`src/rtl/smpl_iter_multi_pkg.sv`:
```
// Shared types and helpers for the sample iterator and its bbox / hash_jitter neighbours.
package smpl_iter_multi_pkg;

    localparam int DEF_SIGFIG = 24;
    localparam int DEF_RADIX  = 10;
    localparam int DEF_VERTS  = 3;
    localparam int DEF_AXIS   = 3;
    localparam int DEF_COLORS = 3;
    localparam int DEF_SAMPS  = 4;

    typedef enum logic [0:0] {
        WAIT_STATE = 1'b0,
        TEST_STATE = 1'b1
    } state_t;

    typedef logic [DEF_AXIS-1:0][DEF_SIGFIG-1:0]            vertex_t;
    typedef vertex_t [DEF_VERTS-1:0]                        tri_t;
    typedef logic [DEF_COLORS-1:0][DEF_SIGFIG-1:0]          color_t;
    typedef logic [1:0][1:0][DEF_SIGFIG-1:0]                box_t;
    typedef logic [1:0][DEF_SAMPS-1:0][DEF_SIGFIG-1:0]      sample_t;
    typedef logic signed [DEF_SIGFIG:0]                     coord_t;

    // Subsample step in fixed point: one pixel divided by the per-axis MSAA factor.
    function automatic coord_t ss_step(input logic [3:0] sub_sample, input int radix);
        int lg2;
        case (sub_sample)
            4'b0001: lg2 = 3;
            4'b0010: lg2 = 2;
            4'b0100: lg2 = 1;
            4'b1000: lg2 = 0;
            default: lg2 = 0;
        endcase
        return {{DEF_SIGFIG{1'b0}}, 1'b1} << (radix - lg2);
    endfunction

endpackage

```
`src/rtl/smpl_iter_multi_lane_gen.sv`:
```
// Combinational lane generator: lane x positions, lane valid mask and row-end flag.
module smpl_lane_gen #(
    parameter int SIGFIG = 24,
    parameter int SAMPS  = 4
) (
    input  logic signed [SIGFIG:0]              cur_x,
    input  logic signed [SIGFIG:0]              step,
    input  logic signed [SIGFIG:0]              ur_x,
    output logic [SAMPS-1:0][SIGFIG-1:0]        lane_x,
    output logic [SAMPS-1:0]                    lane_valid,
    output logic signed [SIGFIG:0]              next_x,
    output logic                                row_end
);

    // Walk the lanes with a running sum; the sum after the last lane is the next group start.
    always_comb begin
        logic signed [SIGFIG:0] acc;
        acc        = cur_x;
        lane_x     = '0;
        lane_valid = '0;
        for (int i = 0; i < SAMPS; i++) begin
            lane_x[i]     = acc[SIGFIG-1:0];
            lane_valid[i] = (acc <= ur_x);
            acc           = acc + step;
        end
        next_x  = acc;
        row_end = (acc > ur_x);
    end

endmodule

```
`src/rtl/smpl_iter_multi.sv`:
```
// Sample iterator: walks a triangle bounding box emitting SAMPS adjacent samples per cycle.
module smpl_iter_multi
    import smpl_iter_multi_pkg::*;
#(
    parameter int SIGFIG = 24,
    parameter int RADIX  = 10,
    parameter int VERTS  = 3,
    parameter int AXIS   = 3,
    parameter int COLORS = 3,
    parameter int SAMPS  = 4
) (
    input  logic                                    clk,
    input  logic                                    rst,
    input  logic [VERTS-1:0][AXIS-1:0][SIGFIG-1:0]  tri_R13S,
    input  logic [COLORS-1:0][SIGFIG-1:0]           color_R13U,
    input  logic [1:0][1:0][SIGFIG-1:0]             box_R13S,
    input  logic                                    validTri_R13H,
    input  logic [3:0]                              subSample_RnnnnU,
    input  logic                                    halt_in_RnnnnL,
    output logic                                    halt_RnnnnL,
    output logic [VERTS-1:0][AXIS-1:0][SIGFIG-1:0]  tri_R14S,
    output logic [COLORS-1:0][SIGFIG-1:0]           color_R14U,
    output logic [1:0][SAMPS-1:0][SIGFIG-1:0]       sample_R14S,
    output logic [SAMPS-1:0]                        validSamp_R14H
);

    state_t                                 state_q, state_d;
    logic                                   halt_q, halt_d;
    logic signed [SIGFIG:0]                 cur_x_q, cur_x_d;
    logic signed [SIGFIG:0]                 cur_y_q, cur_y_d;
    logic signed [SIGFIG:0]                 step_q, step_d;
    logic signed [SIGFIG:0]                 ll_x_q, ll_x_d;
    logic signed [SIGFIG:0]                 ur_x_q, ur_x_d;
    logic signed [SIGFIG:0]                 ur_y_q, ur_y_d;
    logic [VERTS-1:0][AXIS-1:0][SIGFIG-1:0] tri_q, tri_d;
    logic [COLORS-1:0][SIGFIG-1:0]          color_q, color_d;
    logic [1:0][SAMPS-1:0][SIGFIG-1:0]      sample_q, sample_d;
    logic [SAMPS-1:0]                       valid_q, valid_d;

    logic [SAMPS-1:0][SIGFIG-1:0]           lane_x_s;
    logic [SAMPS-1:0]                       lane_valid_s;
    logic signed [SIGFIG:0]                 next_x_s;
    logic                                   row_end_s;
    logic signed [SIGFIG:0]                 next_y_s;
    logic                                   last_group_s;

    smpl_lane_gen #(
        .SIGFIG (SIGFIG),
        .SAMPS  (SAMPS)
    ) u_lane_gen (
        .cur_x      (cur_x_q),
        .step       (step_q),
        .ur_x       (ur_x_q),
        .lane_x     (lane_x_s),
        .lane_valid (lane_valid_s),
        .next_x     (next_x_s),
        .row_end    (row_end_s)
    );

    // The group on the iterator is the last one when its row ends and no further row fits.
    assign next_y_s     = cur_y_q + step_q;
    assign last_group_s = row_end_s && (next_y_s > ur_y_q);

    // Next-state logic: accept a triangle in WAIT, emit one group per unstalled TEST cycle.
    always_comb begin
        state_d  = state_q;
        halt_d   = halt_q;
        cur_x_d  = cur_x_q;
        cur_y_d  = cur_y_q;
        step_d   = step_q;
        ll_x_d   = ll_x_q;
        ur_x_d   = ur_x_q;
        ur_y_d   = ur_y_q;
        tri_d    = tri_q;
        color_d  = color_q;
        sample_d = sample_q;
        valid_d  = valid_q;
        case (state_q)
            WAIT_STATE: begin
                halt_d = 1'b1;
                if (halt_in_RnnnnL) begin
                    valid_d = '0;
                    if (validTri_R13H) begin
                        tri_d   = tri_R13S;
                        color_d = color_R13U;
                        ll_x_d  = {box_R13S[0][0][SIGFIG-1], box_R13S[0][0]};
                        ur_x_d  = {box_R13S[1][0][SIGFIG-1], box_R13S[1][0]};
                        ur_y_d  = {box_R13S[1][1][SIGFIG-1], box_R13S[1][1]};
                        cur_x_d = {box_R13S[0][0][SIGFIG-1], box_R13S[0][0]};
                        cur_y_d = {box_R13S[0][1][SIGFIG-1], box_R13S[0][1]};
                        step_d  = (SIGFIG+1)'(ss_step(subSample_RnnnnU, RADIX));
                        state_d = TEST_STATE;
                        halt_d  = 1'b0;
                    end else begin
                        state_d = WAIT_STATE;
                    end
                end else begin
                    valid_d = valid_q;
                end
            end
            TEST_STATE: begin
                halt_d = 1'b0;
                if (halt_in_RnnnnL) begin
                    for (int i = 0; i < SAMPS; i++) begin
                        sample_d[0][i] = lane_x_s[i];
                        sample_d[1][i] = cur_y_q[SIGFIG-1:0];
                    end
                    valid_d = lane_valid_s;
                    if (row_end_s) begin
                        cur_x_d = ll_x_q;
                        cur_y_d = next_y_s;
                    end else begin
                        cur_x_d = next_x_s;
                    end
                    if (last_group_s) begin
                        state_d = WAIT_STATE;
                        halt_d  = 1'b1;
                    end else begin
                        state_d = TEST_STATE;
                    end
                end else begin
                    state_d = TEST_STATE;
                end
            end
            default: begin
                state_d = WAIT_STATE;
                halt_d  = 1'b1;
                valid_d = '0;
            end
        endcase
    end

    // State and output registers with synchronous reset.
    always_ff @(posedge clk) begin
        if (rst) begin
            state_q  <= WAIT_STATE;
            halt_q   <= 1'b1;
            cur_x_q  <= '0;
            cur_y_q  <= '0;
            step_q   <= '0;
            ll_x_q   <= '0;
            ur_x_q   <= '0;
            ur_y_q   <= '0;
            tri_q    <= '0;
            color_q  <= '0;
            sample_q <= '0;
            valid_q  <= '0;
        end else begin
            state_q  <= state_d;
            halt_q   <= halt_d;
            cur_x_q  <= cur_x_d;
            cur_y_q  <= cur_y_d;
            step_q   <= step_d;
            ll_x_q   <= ll_x_d;
            ur_x_q   <= ur_x_d;
            ur_y_q   <= ur_y_d;
            tri_q    <= tri_d;
            color_q  <= color_d;
            sample_q <= sample_d;
            valid_q  <= valid_d;
        end
    end

    assign halt_RnnnnL    = halt_q;
    assign tri_R14S       = tri_q;
    assign color_R14U     = color_q;
    assign sample_R14S    = sample_q;
    assign validSamp_R14H = valid_q;

endmodule

```
`config.mk`:
```
export PLATFORM = sky130hd
export DESIGN_NAME = smpl_iter_multi
export DESIGN_NICKNAME = d
export VERILOG_FILES = /design/src/rtl/smpl_iter_multi_pkg.sv /design/src/rtl/smpl_iter_multi_lane_gen.sv /design/src/rtl/smpl_iter_multi.sv
export SDC_FILE = /design/constraint.sdc
export NUM_CORES = 2
export LEC_CHECK = 0
export ABC_CLOCK_PERIOD_IN_PS = 7900
export BUFFER_PORTS_ARGS = -buffer_cell sky130_fd_sc_hd__buf_2
export CAP_MARGIN = 10
export CORE_AREA = 10 10 329 331
export CTS_CLUSTER_DIAMETER = 150
export DETAILED_ROUTE_END_ITERATION = 8
export DIE_AREA = 0 0 339 341
export PLACE_DENSITY = 0.63
export SLEW_MARGIN = 10
export SYNTH_ARGS = -nofsm -noshare
export SYNTH_HDL_FRONTEND = slang
export SYNTH_HIERARCHICAL = 1
export SYNTH_SLANG_ARGS = --single-unit
```
`constraint.sdc`:
```
create_clock -name clk -period 7.9 [get_ports clk]
set_input_delay 0.395 -clock clk [delete_from_list [all_inputs] [get_ports clk]]
set_output_delay 0.395 -clock clk [all_outputs]
set_load 0.02 [all_outputs]
```
Word-level counts from Yosys, hierarchy flattened
Index checks and enable logic that the tools add are counted.
- register bits after elaboration: 561
- input port bits: 392
- output and inout port bits: 485
- logic and storage cells: 80
- $add $sub $neg: 6
- $lt $le $gt $ge: 6
- eq/ne operators: 7
- shift operators: 1
- multiplexer cells: 27
- bitwise gates (word level): 1
- reductions and logical operators: 6
- operator list (operator ; number):
    25-bit two-way mux ; 8
    25-bit adder ; 5
    25-bit by 24-bit less-or-equal comparator with 1-bit output ; 4
    25-bit one-hot mux with 2 select lines ; 2
    32-bit two-way mux ; 3
    25-bit by 24-bit > comparator with 1-bit output ; 2
    1-bit by 32-bit left shift with 25-bit output (first input constant) ; 1
    5-bit by 32-bit subtractor with 32-bit output (first input constant) ; 1
    1-bit two-way mux ; 8
    4-bit two-way mux ; 2
    4-bit one-hot mux with 2 select lines ; 1
    2-bit != test (second input constant) ; 3
    2-bit one-hot mux with 3 select lines ; 1
    3-bit AND reduction ; 2
    4-bit by 1-bit equality test with 1-bit output (second input constant) ; 1
    4-bit by 2-bit equality test with 1-bit output (second input constant) ; 1
    4-bit by 3-bit equality test with 1-bit output (second input constant) ; 1
    1-bit one-hot mux with 2 select lines ; 2
    2-bit AND reduction ; 2
    4-bit AND reduction ; 1
    2-bit by 1-bit != test with 1-bit output (second input constant) ; 1
    1-bit logical AND ; 1
    1-bit inverter ; 1

Logic depth before layout (Yosys ltp)
- word-level depth: 9
- mapped depth: 49
- mapped depth without buffers: 47

Hierarchy
Netlist, hierarchy kept.
- modules (own cells, without submodules) (module ; times used ; cells each ; area an instance (um^2) ; sequential area each (um^2)):
    smpl_iter_multi ; 1 ; 2802 ; 22042.4 ; 10990.5
    smpl_lane_gen ; 1 ; 967 ; 7428.4 ; 0.0

Least setup slack after synthesis
Ideal clock, no wire load.
- path type: reg-to-reg
- start: reg step_q[5] (netlist name)
- end: reg tri_q, in the netlist tri_R14S[0]
- setup time: 0.070 ns
- arrival time: 8.582 ns
- data required time: 7.830 ns
- path slack: -0.752 ns
- stages on the path, launching flop included: 48
- path buffers: 3
- clock period less this slack: 8.652 ns
- path through: dfxtp_1 > inv_1 > fa_1 > nand2b_1 > a21oi_2 > o21a_1 > o21ai_0 > nor3b_1 > nor2_1 > ha_1 > nand3_1 > nor2_1 > a21oi_1 > nor2b_1 > xnor2_1 > ha_1 > a21oi_1 > nand2_1 > (+12 left out) > xnor2_1 > ha_1 > a21o_1 > a21o_1 > a211oi_1 > nor2_1 > a2111oi_0 > nand2_1 > o21ai_0 > o21ai_0 > mux2_4 > and2_1 > buf_2 > nand2_4 > buf_6 > buf_6 > nand2_1 > a21oi_1
- RTL lines (what ; line ; text):
    end signal: assignment ; smpl_iter_multi.sv:157 ; tri_q <= tri_d;
    end: declaration ; smpl_iter_multi.sv:35 ; logic [VERTS-1:0][AXIS-1:0][SIGFIG-1:0] tri_q, tri_d;

==> metrics.yaml <==
timing:
  relSlewSlack_pct: 5.255
  finalCritPeriodShare_pct: 108.3
  drv_slew: 0
  tightest_slew_ns: 1.421
  worst_slack_ns: -0.6531
  hold_viol_final: 0
  finalSetupViolations: 416
  layout_min_cycle_time_ns: 8.553
  rsz0062_at_grt: "true"
  finClkSkew_ns: 0.02925
  tns_ns: -218.40
  fmax_mhz: 116.9
power_and_ir_drop:
  totalPowerFinal_mw: 26.70
  p_per_area_mw_per_mm2: 558.1
  irDropWorstVdd_mv: 0.9271
  p_leak_nw: 21.78
setup_path:
  required_ns: 8.47
  slowest_stage: "fa_2"
  slowest_delay_ns: 0.36
  cp-endpoint: "tri_R14S[201]$_SDFFE_PP0P_"
  worst-path-max-fanout: 8
  r2r_end: "tri_R14S[201]$_SDFFE_PP0P_"
  worst_setup_path_start_kind: "flip-flop"
  worstSetupPathType: "flip-flop to flip-flop"
  reg2reg_depth: 44
  r2r_start: "cur_x_q[0]$_SDFFE_PP0P_"
  rrSetupSlack_ns: -0.65
  worstSetupStartpoint: "cur_x_q[0]$_SDFFE_PP0P_"
  crit_arrival_ns: 9.12
  crit_top_cell: "ha_1"
  cp-end-kind: "flip-flop"
clock_network:
  cts_buffers: 69
  path_clk_slew_ns: 0.06
  clk_path_buf_depth: 3
  clock_latency_ns: 0.66
  cts_tree: "done"
  cts-root-buf: "clkbuf_16"
  cts_sinks: 549
  cts_htree_levels: 3
yosys:
  avgSynthCellArea_sq_um: 7.819
  async_reset_ff_share_pct: 0
  netlist_instances: 3769
  synth-main-ff-cell: "dfxtp_1"
  synth_area_sq_mm: 0.02947
  synth_area_leaders: "dfxtp_1, nand2_1, ha_1, a21oi_1, buf_4"
  ys_ff_latch: 549
  yosys_warnings: 6
  synth_cell_types: 83
  synth-edff-count: 0
  ys_seq_area_share_pct: 37.29
  synth_top_area_cell: "dfxtp_1"
  synth_top_area_share_pct: 37.29
die:
  die_h_microns: 341
  die_width_microns: 339
  start_util_pct: 29.05
  io_pins: 877
  core_area_sq_mm: 0.1014
  die_area_sq_mm: 0.1156
  fp-row-count: 117
placed_design:
  hpwl_microns: 135800
  place_congestion: 0.9877
  numPortBuffers: 876
  place_area_sq_mm: 0.03696
global_routing:
  grt_max_degree: 151
  grt_pass1_vias: 31995
  antenna_found_initial: 89
  track_usage_pct: 27.58
  grt_overflow: 0
  grt_pass1_wl_microns: 233100
routing:
  dr.first_iter.drc_count: 2497
  drc: 0
  drtAntennaViolNets: 0
  wl_microns: 176900
  vias: 34088
  drt_pass1_iterations: 5
  routedWlPerCell_microns: 26.68
  vias_per_cell: 5.142
layout:
  fillCellCount: 9678
  ff_latch_area_sq_mm: 0.01100
  syn_to_final_growth_pct: 62.32
  drive_gt1_share_pct: 43.45
  final_area_sq_mm: 0.04784
  multi_input_area_sq_mm: 0.02065
  layout.nets: 5826
min_path:
  hp-class: "input port to flip-flop"
job:
  max_cap_viol_count: 0
run_status:
  outcome: "complete, but fails checks"
  violations: "negative setup slack"
==> layout make-up <==
type,instances,area share [%]
antenna,43,0.2249
clock inverter,26,0.9416
inverter,90,0.7062
multi-input combinational,2867,43.17
timing repair buffer,1590,24.30
clock buffer,96,4.075
tap,1368,3.578
sequential,549,23.00
==> how the worst min path moves through the flow <==
stage | startpoint | to | slack [ns] | cells past startpoint
floorplan | ll_x_q[23]$_SDFFE_PP0P_ | ll_x_q[23]$_SDFFE_PP0P_ | 0.43 | 2
global placement | color_R14U[48]$_SDFFE_PP0P_ | color_R14U[48]$_SDFFE_PP0P_ | 0.44 | 2
detailed placement | tri_R14S[28]$_SDFFE_PP0P_ | tri_R14S[28]$_SDFFE_PP0P_ | 0.44 | 2
CTS | tri_R13S[89] | tri_R14S[89]$_SDFFE_PP0P_ | 0.0006 | 3
global route | box_R13S[36] | cur_y_q[12]$_SDFFE_PP0P_ | 0.02 | 2
finish | box_R13S[28] | cur_y_q[4]$_SDFFE_PP0P_ | 0.02 | 3
==> cell usage in the layout, fill, tap and decap left out, drive strengths merged, types with 12 or more instances in the layout <==
cell type / synthesis / routed
a21oi: 639 / 639
xnor2: 75 / 75
nor3: 29 / 29
and2: 18 / 18
a31oi: 15 / 15
clkbuf: 138 / 124
mux2i: 29 / 29
nor2: 135 / 135
dlygate4sd3: 0 / 234
buf: 161 / 1327
nand4: 39 / 39
dfxtp: 549 / 549
inv: 89 / 93
ha: 262 / 262
diode: 0 / 43
a21o: 73 / 73
o21ai: 101 / 101
nor2b: 29 / 29
nand3: 38 / 38
o21bai: 15 / 15
xor2: 33 / 33
nand2: 1055 / 1055
nand2b: 27 / 27
o21a: 40 / 40
o211ai: 12 / 12
a211oi: 53 / 53
conb: 1 / 37
==> logic make-up after synthesis <==
kind of cell | Yosys count | synth area share [%]
buffers and inverters | 389 | 7.116
AOI/OAI and AO/OA | 1012 | 20.01
other | 1 | 0.01272
and+or+nand+nor | 1411 | 19.78
muxes | 32 | 1.112
xor gates and xnor gates | 108 | 3.210
adders and majority gates | 267 | 11.46
DFF | 549 | 37.29
==> repair_timing <==
item | in CTS | in global routing
pin swaps | 127 | 677
gates resized for setup | 113 | 1063
buffers inserted | 81 | 15
hold buffers | 234 | 0
cloned | 7 | 35
endpoints found under the hold margin | 234 | 0
endpoints found under the setup margin | 415 | 416
==> worst max-delay path: cells and delay by family, from the launching register on <==
kind,cells,cell delay [ns]
xor gates and xnor gates,4,0.62
adders and majority gates,6,1.71
buffers and inverters,6,0.95
and+or+nand+nor,9,1.31
DFF,1,0.35
muxes,1,0.27
AOI/OAI and AO/OA,18,3.23
==> registers in the layout, indices dropped and copies added, names as in the netlist <==
signal,flops
tri_R14S,216
cur_x_q,25
validSamp_R14H,4
cur_y_q,25
halt_RnnnnL,1
step_q,13
color_R14U,72
ll_x_q,24
state_q,1
sample_R14S,120
ur_x_q,24
ur_y_q,24
==> power by group <==
part | total (mW) | internal (mW) | switching [mW]
registers | 3.74 | 3.26 | 0.485
logic | 19.5 | 9.32 | 10.2
clock network | 3.41 | 2.04 | 1.37
total | 26.7 | 14.6 | 12.1
==> synthesized netlist by cell type, drive strengths merged (6+ instances only) <==
master,instances
mux2i,29
nand2,1055
nor3,29
nand3,38
buf,161
a211oi,53
a21oi,639
o21ai,101
xnor2,75
nor2,135
o21bai,15
and3,10
o211ai,12
nor2b,29
nand2b,27
and2,18
or3,8
inv,89
dfxtp,549
ha,262
a31oi,15
a21o,73
xor2,33
nand4,39
and4,6
o21a,40
clkbuf,138
a2111oi,7
==> layer usage <==
metal  GRT usage, %  share of wire, %  up-vias
met1          32.43                38    16334
met3          9.861                11      429
li1               -                 -    15633
met4          13.46               6.1       70
met5              0              0.24        -
met2          44.27                45     1622
==> stage by stage <==
step	hold slack [ns]	worst slack [ns]	instances	util, %
4_1_cts	0.0006479	-0.4869	6546	42.45
3_5_place_dp	0.4430	-0.8469	6102	36.43
3_3_place_gp	0.4381	-0.9166	6102	36.43
5_1_grt	0.02082	-1.027	6610	47.11
2_1_floorplan	0.4317	0.002321	3805	-
6_report	0.02284	-0.6531	6629	47.16
(Power assumes the default switching activity.)
